`src/rtl/instr_packer.sv`:
```
// instr_packer: packs decoded MIPS instruction fields into 32-bit R/I/J words and streams
// them with sequential byte addresses through a 2-entry output buffer. Each start command
// loads exactly DEPTH words.
//
// Optional feature macro: INSTR_PACKER_CHECK_EN enables the sticky fmt_err check for
// nonzero fields that the selected format does not use.
//
// Ports:
//   clk, rst                   clock, synchronous active-high reset
//   start                      begins a run from IDLE or DONE
//   in_valid / in_ready        field-set handshake
//   opcode, rs_addr, rt_addr, rd_addr, func, imm, instr_index   decoded fields
//   out_valid / out_ready      packed-word handshake
//   out_data, out_addr         packed word and its byte address
//   busy, done, fmt_err        status
module instr_packer #(
  parameter logic [31:0] BASE_ADDR = 32'h0000_0000,
  parameter int unsigned DEPTH     = 64
) (
  input  logic        clk,
  input  logic        rst,
  input  logic        start,
  input  logic        in_valid,
  output logic        in_ready,
  input  logic [5:0]  opcode,
  input  logic [4:0]  rs_addr,
  input  logic [4:0]  rt_addr,
  input  logic [4:0]  rd_addr,
  input  logic [5:0]  func,
  input  logic [15:0] imm,
  input  logic [25:0] instr_index,
  output logic        out_valid,
  input  logic        out_ready,
  output logic [31:0] out_data,
  output logic [31:0] out_addr,
  output logic        busy,
  output logic        done,
  output logic        fmt_err
);

  localparam int unsigned CntW = $clog2(DEPTH + 1);

  typedef enum logic [1:0] {StIdle, StRun, StDone} state_e;

  state_e            state_q, state_d;
  logic [CntW-1:0]   acc_q, acc_d;
  logic [31:0]       next_addr_q, next_addr_d;
  logic [1:0]        cnt_q, cnt_d;
  logic              wr_ptr_q, rd_ptr_q;
  logic [31:0]       data_q [2];
  logic [31:0]       addr_q [2];

  logic              accept, xfer, run_start;
  logic              is_r, is_j;
  logic [31:0]       word;

  assign is_r = (opcode == 6'h00);
  assign is_j = (opcode == 6'h02) || (opcode == 6'h03);

  always_comb begin
    word = {opcode, rs_addr, rt_addr, imm};
    if (is_r) begin
      word = {opcode, rs_addr, rt_addr, rd_addr, 5'b0, func};
    end else if (is_j) begin
      word = {opcode, instr_index};
    end
  end

  // in_ready comes from registered state only.
  assign in_ready  = (state_q == StRun) && (cnt_q < 2'd2) && (acc_q < CntW'(DEPTH));
  assign out_valid = (cnt_q != 2'd0);
  assign out_data  = data_q[rd_ptr_q];
  assign out_addr  = addr_q[rd_ptr_q];
  assign busy      = (state_q == StRun);
  assign done      = (state_q == StDone);

  assign accept    = in_valid && in_ready;
  assign xfer      = out_valid && out_ready;
  assign run_start = start && (state_q != StRun);

  always_comb begin
    state_d     = state_q;
    acc_d       = acc_q;
    next_addr_d = next_addr_q;
    cnt_d       = cnt_q;
    unique case ({accept, xfer})
      2'b10:   cnt_d = cnt_q + 2'd1;
      2'b01:   cnt_d = cnt_q - 2'd1;
      default: cnt_d = cnt_q;
    endcase
    case (state_q)
      StIdle, StDone: begin
        if (start) begin
          state_d     = StRun;
          acc_d       = '0;
          next_addr_d = BASE_ADDR;
        end
      end
      StRun: begin
        if (accept) begin
          acc_d       = acc_q + CntW'(1);
          next_addr_d = next_addr_q + 32'd4;
        end
        // Look at next-cycle count so done rises the cycle after the final transfer.
        if ((acc_d == CntW'(DEPTH)) && (cnt_d == 2'd0)) begin
          state_d = StDone;
        end
      end
      default: state_d = StIdle;
    endcase
  end

  always_ff @(posedge clk) begin
    if (rst) begin
      state_q     <= StIdle;
      acc_q       <= '0;
      next_addr_q <= BASE_ADDR;
      cnt_q       <= 2'd0;
      wr_ptr_q    <= 1'b0;
      rd_ptr_q    <= 1'b0;
      data_q[0]   <= 32'd0;
      data_q[1]   <= 32'd0;
      addr_q[0]   <= 32'd0;
      addr_q[1]   <= 32'd0;
    end else begin
      state_q     <= state_d;
      acc_q       <= acc_d;
      next_addr_q <= next_addr_d;
      cnt_q       <= cnt_d;
      if (accept) begin
        data_q[wr_ptr_q] <= word;
        addr_q[wr_ptr_q] <= next_addr_q;
        wr_ptr_q         <= ~wr_ptr_q;
      end
      if (xfer) begin
        rd_ptr_q <= ~rd_ptr_q;
      end
    end
  end

`ifdef INSTR_PACKER_CHECK_EN
  logic fmt_bad;
  logic fmt_err_q;

  always_comb begin
    fmt_bad = (rd_addr != 5'd0) || (func != 6'd0);
    if (is_r) begin
      fmt_bad = (imm[10:6] != 5'd0);
    end else if (is_j) begin
      fmt_bad = (rs_addr != 5'd0) || (rt_addr != 5'd0) || (rd_addr != 5'd0) ||
                (func != 6'd0) || (imm != 16'd0);
    end
  end

  always_ff @(posedge clk) begin
    if (rst) begin
      fmt_err_q <= 1'b0;
    end else if (run_start) begin
      fmt_err_q <= 1'b0;
    end else if (accept && fmt_bad) begin
      fmt_err_q <= 1'b1;
    end
  end

  assign fmt_err = fmt_err_q;
`else
  assign fmt_err = 1'b0;
`endif

endmodule

```
`config.mk`:
```
export PLATFORM = sky130hd
export DESIGN_NAME = instr_packer
export DESIGN_NICKNAME = d
export VERILOG_FILES = /design/src/rtl/instr_packer.sv
export SDC_FILE = /design/constraint.sdc
export NUM_CORES = 1
export LEC_CHECK = 0
export ABC_CLOCK_PERIOD_IN_PS = 7100
export CAP_MARGIN = 20
export CORE_MARGIN = 8
export CORE_UTILIZATION = 50
export CTS_CLUSTER_DIAMETER = 60
export DETAILED_ROUTE_END_ITERATION = 8
export HOLD_SLACK_MARGIN = 0.08
export PLACE_DENSITY = 0.77
export SYNTH_ARGS = -nofsm -noshare
export SYNTH_HDL_FRONTEND = slang
export SYNTH_SLANG_ARGS = --single-unit
```
`constraint.sdc`:
```
create_clock -name clk -period 7.1 [get_ports clk]
set_clock_uncertainty 0.1 [all_clocks]
set_input_delay 1.42 -clock clk [delete_from_list [all_inputs] [get_ports clk]]
set_output_delay 1.42 -clock clk [all_outputs]
set_load 0.01 [all_outputs]
```
# Word level (Yosys, flattened, before mapping)
# Memories as Yosys holds them, arrays and structs flattened. A register that Yosys moved wholly into a read port is not among the register bits.
# Cells that the tools add are included.
# totals
romBits,0
reg_bits,45
ramBits,128
wordCells,71
latchBits,0
mem_count,2
# memory_table
memory,depth,word_bits,rd,rd_clocked_by_memory_dff,wr,line_no,text
addr_q,2,32,1,1,2,51,logic [31:0] addr_q [2];
data_q,2,32,1,1,2,50,logic [31:0] data_q [2];
# classes
n_lt_le_gt_ge,2
n_bitwise,2
mux,28
n_eq_ne,10
n_div,0
shifts,0
reduce_logical,17
mul,0
addsub,4
# ops
cell,n
32-bit 2-to-1 mux,4
32-bit one-hot mux with 2 select lines,1
32-bit OR reduction,2
26-bit 2-to-1 mux,2
32-bit by 3-bit adder with 32-bit output (second input constant),1
7-bit 2-to-1 mux,3
7-bit one-hot mux with 2 select lines,1
1-bit 2-to-1 mux,13
6-bit by 2-bit == test with 1-bit output (second input constant),2
2-bit one-hot mux with 2 select lines,2
7-bit by 1-bit adder with 7-bit output (second input constant),1
7-bit == test (second input constant),1
7-bit < comparator (second input constant),1
6-bit zero test,1
1-bit logical AND,5
2-bit by 1-bit == test with 1-bit output (second input constant),2
2-bit == test (second input constant),2
2-bit zero test,2
2-bit 2-to-1 mux,2
2-bit by 1-bit != test with 1-bit output (second input constant),2
2-bit AND reduction,2
2-bit nonzero test,2
3-bit AND reduction,1
2-bit by 1-bit adder with 2-bit output (second input constant),1
6 further kinds,7

# Longest topological paths before layout
# Gate-level depths: netlist (run 1).
# logic_depth
depth_word,10
depth_mapped,9
mapped_depth_nobuf,9

# Worst setup path after synthesis (run 1)
# Ideal clock, no wire load.
# synth_path
path_kind,input-to-reg
start,input in_valid
end,"memory addr_q[0][10], enable pin"
slack_ns,1.658
t_required_ns,6.505
setup_ns,0.495
t_arrival_ns,4.847
n_path_buf,0
cell_stages,4
path_cell_list,nand4bb_1 -> nor2_1 -> clkinv_1 -> o21bai_1
# synth_lines
element,line_no,text
"start, declared",23,"input logic in_valid,"
"end, declared",51,

==> results.md, run 1 <==
- Status: finished clean
- Ys flop type: edfxtp_1
- Slew @ Worst Pin: 1.07 ns
- Post-synth top area share: 47.9%
- Mapped cell area: about 0.0078 sq mm
- # port buffers: about 140
- Sinks on Clock Net: 168
- DP HPWL: 12.0 mm
- Post-Route Setup TNS: 0 ns
- Slew Limit Headroom: 28.7%
- CTS tree: built
- Distinct cells, synth: 48
- Fmax: around 210 MHz
- Required @ worst endpoint: ~7 ns
- CP max stage delay: 0.85 ns
- DR DRC count: 0
- Dpl ws: 1.87 ns
- Clock-pin slew on the worst setup and hold paths: around 0.060 ns
- Aggregate routed wire length: 17.6 mm
- DIE AREA: 0.0198 sq mm
- Max-Cap Viols: 0
- Synth Warn #: 0
- Post-synth ARST share: 0%
- Number of global-route vias before repair: roughly 5,500
- Starting Density: about half
- RSZ-0062 raised after global routing: false
- Routability cong.: 0.901
- #FFs+latches synth: 168
- Buf/Inv on CP: 2
- Antenna Nets Post-Route: 0
- Area grow syn2layout: 28.5%
- Cells after Synth: 652
- Peak VDD IR: 147 uV
- Fill count: approximately 1,100
- Hold Slack: 0.399 ns
- Post-synth top area cell: edfxtp_1
- CTS HTree Levels: 4
- Total GRT Usage: between 15 and 20%
- Largest net degree at the start of global routing: 63
- Initial antenna violation count: 0
- CTS Buf Count: 17
- Share of cells above drive strength 1: a little over an eighth
- Setup ws final: between 2 and 2.5 ns
- Clock latency on the worst-skew pair: 0.42 ns
- Worst Setup Path Type: in -> reg
- Critical path cell sequence: clkdlybuf4s50_1 > nand4bb_1 > nor2_1 > nand3b_1 > nand2b_2 > buf_4
- Leakage: 3.69 nW
- Critical path capture point type: flop
- Vias after detailed routing: 5,388
- Max Transition Viols Final: 0
- Tmin final: between 4 and 5 ns
- Hold_buf cts: 0
- Final period util: 66.7%
- Post-synth EDFFs: 124
- Grt ovf: 0
- Top post-synthesis cells by area: edfxtp_1 (48%), dfxtp_1 (11%), mux2_2 (9.0%)
- Iteration-0 DRC Markers: ~290
- Die Ht: 141 microns
- CTS-repair resized insts: 0
- Root buf cell: clkbuf_16
- I/O pins: 143
- Ant diodes: 0
- Final hold violation count: 0
- TritonRoute pass-1 iters: 4
- Arrival @ worst endpoint: about 4.7 ns
- Post-DR vias/cell: approximately 5.5
- Core area: approximately 0.015 sq mm
- Setup Fix Bufs, Post-CTS: 0
- Crit-path slowest cell: nand2b_2
- Pwr Density: 255 mW/mm^2
- CP delay by family, top: simple AND/OR/NAND/NOR gates
- Register area share after synthesis: roughly 60%
- Syn avg cell area: 11.9 sq um
- Final #Nets: 860
- Post-DR wirelength/cell: 17.9 microns
- Row cnt: 45
- Clock buffer depth: 2
- Crit path launch type: input pin
- Min-delay worst type: reg -> reg
- Die width: ~140 microns
- Setup-failing EPs final: 0
- Max Fanout on Critical Path: 32
- Global-route wire length before repair: 28.1 mm
==> synth_stat cells, types with 2 or more instances <==
| library cell | number |
|---|---|
| inv_1 | 4 |
| edfxtp_1 | 124 |
| nor4b_1 | 3 |
| buf_4 | 3 |
| nor2_1 | 81 |
| mux2i_1 | 26 |
| mux2_2 | 62 |
| nor2b_1 | 3 |
| ha_1 | 3 |
| xnor2_1 | 21 |
| nand3_1 | 12 |
| buf_2 | 2 |
| o21ai_0 | 8 |
| or4_1 | 4 |
| nor4_1 | 11 |
| a21oi_1 | 32 |
| buf_1 | 4 |
| o31ai_1 | 3 |
| nor3b_1 | 3 |
| and4_1 | 2 |
| a211oi_1 | 2 |
| dfxtp_1 | 44 |
| or3_1 | 13 |
| nor3_1 | 8 |
| nand4_1 | 6 |
| and2_1 | 90 |
| and3_1 | 2 |
| nand3b_1 | 3 |
| nand2b_1 | 6 |
| xor2_1 | 4 |
| nand2_1 | 19 |
| clkbuf_1 | 27 |
| or2_2 | 2 |
==> cell usage in the layout, fill, tap and decap left out, types with 2 or more instances in the layout <==
cell type        Yosys  final
bufinv_16            0      5
nor2_1              81     81
o31ai_1              3      3
nor3b_1              3      2
inv_1                4      4
clkinvlp_4           0      3
nor4_1              11     11
and2_1              90     90
clkdlybuf4s50_1      0    139
or3_1               13     13
clkinv_1             1      2
clkbuf_16            0     17
mux2_2              62     62
buf_4                3      6
o21ai_0              8      8
ha_1                 3      3
and4_1               2      2
nor3_1               8      7
nor4b_1              3      3
nor2b_1              3      3
nand2_1             19     19
a211oi_1             2      2
and3_1               2      2
edfxtp_1           124    124
clkbuf_1            27      2
nand2b_1             6      5
conb_1               1      3
nand4_1              6      6
a21oi_1             32     32
nand3_1             12     12
mux2i_1             26     26
or4_1                4      4
dfxtp_1             44     43
nand3b_1             3      3
xnor2_1             21     21
or2_2                2      2
xor2_1               4      4
==> worst paths after layout <==
| check | startpoint | endpoint | slack, ns | cells after the start |
|---|---|---|---|---|
| max | in_valid | data_q[1][20]$_SDFFCE_PN0P_ | 2.36 | 6 |
| min | next_addr_q[31]$_SDFFE_PP0P_ | next_addr_q[31]$_SDFFE_PP0P_ | 0.40 | 2 |
| max reg2reg | acc_q[6]$_SDFFE_PP0P_ | data_q[1][20]$_SDFFCE_PN0P_ | 3.43 | 5 |
| min reg2reg | next_addr_q[31]$_SDFFE_PP0P_ | next_addr_q[31]$_SDFFE_PP0P_ | 0.40 | 2 |
==> layer usage <==
metal | part of all wire [%] | vias to the layer above | global-route usage [%]
met5 | 0 | - | 0
met4 | 1.5 | 0 | 6.90
met3 | 7.4 | 23 | 5.17
met2 | 48 | 168 | 30.0
met1 | 43 | 2602 | 21.5
li1 | - | 2595 | -
==> registers in the layout, summed over array words and instances (netlist names), named ones only <==
register,cells
acc_q,7
state_q,2
data_q,64
next_addr_q,30
wr_ptr_q,1
rd_ptr_q,1
addr_q,60
cnt_q,2
==> cells by family after synthesis <==
group           synth area share (%)
compound gates                  3.88
xor+xnor                        2.82
fa+ha+maj                      0.483
buf+inv                         2.16
flops                           59.2
mux                             12.3
other cells                   0.0482
simple gates                    19.1
==> metrics by stage <==
step / cell area [sq um] / power, mW / util [%] / cells
finish: 9990 / 2.54 / 65.7 / 984
global route: 9990 / 2.63 / 65.7 / 984
floorplan: 7780 / 1.35 / - / 654
global placement: 9330 / 1.56 / 61.4 / 951
detailed placement: 9330 / 1.56 / 61.4 / 951
CTS: 9980 / 2.56 / 65.6 / 983
==> worst register-to-register path, cell delays in order (launching register included) <==
cell,delay (ns)
dfxtp_1,0.33
nand4bb_1,0.28
nor2_1,0.59
nand3b_1,0.65
nand2b_2,0.85
buf_4,0.51
==> layout make-up <==
| class | instances | area (sq um) | area share [%] |
|---|---|---|---|
| Multi-Input combinational cell | 445 | 3030 | 30.4 |
| Clock inverter | 12 | 199 | 1.99 |
| Tap cell | 188 | 235 | 2.35 |
| Inverter | 5 | 18.8 | 0.188 |
| Timing Repair Buffer | 146 | 1450 | 14.5 |
| Sequential cell | 168 | 4610 | 46.1 |
| Clock buffer | 20 | 447 | 4.47 |
==> report_power, final <==
group	switching, mW	internal (mW)
Sequential	0.0172	1.10
Clock	0.367	0.633
Combinational	0.193	0.234
Power figures use the tool's default switching activity.
==> run 2, diff against run 1 <==
ABC_CLOCK_PERIOD_IN_PS = 4850   (was 7100)
clock period = 4.85 ns   (was 7.1 ns; I/O delays follow)
==> results.md, run 2 (synthesis gave the netlist of run 1 again) <==
- Status: finished clean
- Core area: 0.0152 sq mm (unchanged)
- R2R Setup Slk: 1.84 ns (-1.59 ns)
- Sinks on Clock Net: 168 (unchanged)
- Starting Density: 51.1% (unchanged)
- Max Transition Viols Final: 0 (unchanged)
- Worst Setup Path Type: in -> reg
- Grt ovf: 0 (unchanged)
- Final hold violation count: 0 (unchanged)
- Antenna Nets Post-Route: 0 (unchanged)
- Clock buffer depth: 2 (unchanged)
- Die Ht: 141 microns (unchanged)
- Hold_buf cts: 0 (unchanged)
- Clock-pin slew on the worst setup and hold paths: 0.06 ns (about the same)
- Min-delay worst type: reg -> reg
- Global-route wire length before repair: 28.2 mm (+0.37%)
- WHS Endpoint: next_addr_q[30]$_SDFFE_PP0P_
- Critical path origin: in_valid
- Placed cells: 954 (+0.32%)
- WHS Path Cells: 2 (unchanged)
- Most frequent cells in the layout: clkdlybuf4s50_1 (139), edfxtp_1 (124), and2_1 (90)
- Worst r2r src: acc_q[6]$_SDFFE_PP0P_
- Net Sw Frac: 23.5% (+0.75 points)
- Required @ worst endpoint: 4.85 ns (-2.22 ns)
- Share of cells above drive strength 1: 13.6% (-0.051 points)
- Pwr Total: 3.50 mW (+38%)
- CTS-repair resized insts: 0 (unchanged)
- DIE AREA: 0.0198 sq mm (unchanged)
- Post-DR vias/cell: 5.49 (+0.27%)
- Max FFs per register: 64 (unchanged)
- Die width: 141 microns (unchanged)
- Post-Layout Cell Count: 987 (+0.30%)
- Initial antenna violation count: 0 (unchanged)
- # port buffers: 139 (unchanged)
- Arrival @ worst endpoint: 3.60 ns (-1.11 ns)
- Critical path capture point type: flop
- Setup ws final: 1.25 ns (-1.12 ns)
- CTS tree: built
- Aggregate routed wire length: 17.8 mm (+0.93%)
- Crit path launch type: input pin
- DR DRC count: 0 (unchanged)
- Dpl ws: 0.817 ns (-1.06 ns)
- Post-Route Setup TNS: 0 ns (unchanged)
- CP max stage delay: 0.53 ns (-0.32 ns)
- Reg2reg end: data_q[1][16]$_SDFFCE_PN0P_
- Final #Nets: 863 (+0.35%)
- Setup-failing EPs final: 0 (unchanged)
- Crit-path slowest cell: nand2b_2
- Row cnt: 45 (unchanged)
- Seq pwr share: 47.0% (+3.2 points)
- Top reg by flops: data_q
- Combinational power share: 17.6% (+0.8 points)
- Clock latency on the worst-skew pair: 0.43 ns (about the same)
- Switching power: 0.821 mW (+42%)
- Total GRT Usage: 18.2% (+0.22 points)
- R2R depth: 6 (+1)
- Max Fanout on Critical Path: 50 (+56%)
- Setup Fix Bufs, Post-CTS: 0 (unchanged)
- Commonest non-fill, non-tap cell in the layout: clkdlybuf4s50_1
- Biggest regs: data_q x64, addr_q x60, next_addr_q x30
- RSZ-0062 raised after global routing: false
- Root buf cell: clkbuf_16
- Routability cong.: 0.861 (-4.4%)
- Tmin final: ~3.6 ns
- Final period util: 74.3%
- Iteration-0 DRC Markers: 357 (+24%)
- Pwr Density: 353 mW/mm^2 (+39%)
- Peak VDD IR: 232 uV (+58%)
- Ant diodes: 0 (unchanged)
- Post-DR wirelength/cell: 18.0 microns (+0.62%)
- Number of global-route vias before repair: 5,487 (+0.40%)
- I/O pins: 143 (unchanged)
- Max-Cap Viols: 0 (unchanged)
- Hold_sp: next_addr_q[30]$_SDFFE_PP0P_
- CTS HTree Levels: 4 (unchanged)
- DP HPWL: 12.0 mm (-0.69%)
- CTS Buf Count: 17 (unchanged)
- Area grow syn2layout: 27.6%
- Leakage: 3.67 nW (-0.49%)
- Critical path cell sequence: clkdlybuf4s50_1 > nand4bb_1 > nor2_1 > buf_4 > nand3b_1 > nand2b_2 > buf_12
- Slew Limit Headroom: 40.6% (+12 points)
- TritonRoute pass-1 iters: 4 (unchanged)
- Slew @ Worst Pin: 0.891 ns (-0.176 ns)
- Largest net degree at the start of global routing: 63 (unchanged)
- Fmax: 278 MHz
- Int Pwr: 2.68 mW (+36%)
- Clock network fraction of design power: 35.3% (-4.1 points)
- Vias after detailed routing: 5,419 (+0.58%)
==> run 2: cell count changes in the layout (fill, tap and decap cells not counted), moves of 2 or more <==
cell        previous run  this run
clkinvlp_4             3         1
buf_4                  6         8
bufinv_16              5         1
clkinv_2               1         4
clkinv_1               2         4
==> run 2: final cells by class <==
type | count | area [sq um]
repair buffers | 149 | 1490
clock buffers | 22 | 464
well taps | 188 | 235
fillers | 1128 | 5280
clock inverters | 10 | 77.6
multi-input cells | 445 | 3030
inverters | 5 | 18.8
flip-flops and latches | 168 | 4610
==> run 2: per-stage QoR <==
stage | instance area, sq um | hold slack [ns] | util, %
after floorplan | 7790 | 0.356 | -
after global placement | 9370 | 0.368 | 61.6
after detailed placement | 9370 | 0.386 | 61.6
after CTS | 9910 | 0.396 | 65.2
after global routing | 9920 | 0.425 | 65.3
final | 9920 | 0.393 | 65.3
==> run 2: power by group through the flow <==
stage	combinational (mW)	clock (mW)	sequential, mW
2_1_floorplan	0.323	0	1.65
5_1_grt	0.658	1.32	1.65
6_report	0.616	1.24	1.65
4_1_cts	0.622	1.25	1.65
3_5_place_dp	0.617	0	1.68
3_3_place_gp	0.612	0	1.67
==> run 2: worst max-delay path by stage <==
| stage | to | cells past startpoint |
|---|---|---|
| final | data_q[1][16]$_SDFFCE_PN0P_ | 7 |
| after global routing | data_q[1][5]$_SDFFCE_PN0P_ | 7 |
| after floorplan | addr_q[1][10]$_SDFFCE_PN0P_ | 5 |
| after detailed placement | data_q[1][1]$_SDFFCE_PN0P_ | 7 |
| after CTS | data_q[1][11]$_SDFFCE_PN0P_ | 7 |
| after global placement | data_q[1][1]$_SDFFCE_PN0P_ | 7 |
==> run 2: worst max-delay path, delay by kind of cell <==
kind,cells,cell delay [ns]
simple gates,4,1.60
buf+inv,3,0.99
==> run 2: routing by layer <==
metal / wire length [microns] / up-vias / part of all wire (%) / GRT usage (%)
met5: 0 / - / 0 / 0
met4: 321 / 0 / 1.8 / 7.13
met3: 1480 / 20 / 8.3 / 5.40
met2: 8470 / 194 / 48 / 30.4
met1: 7480 / 2607 / 42 / 21.6
li1: - / 2598 / - / -
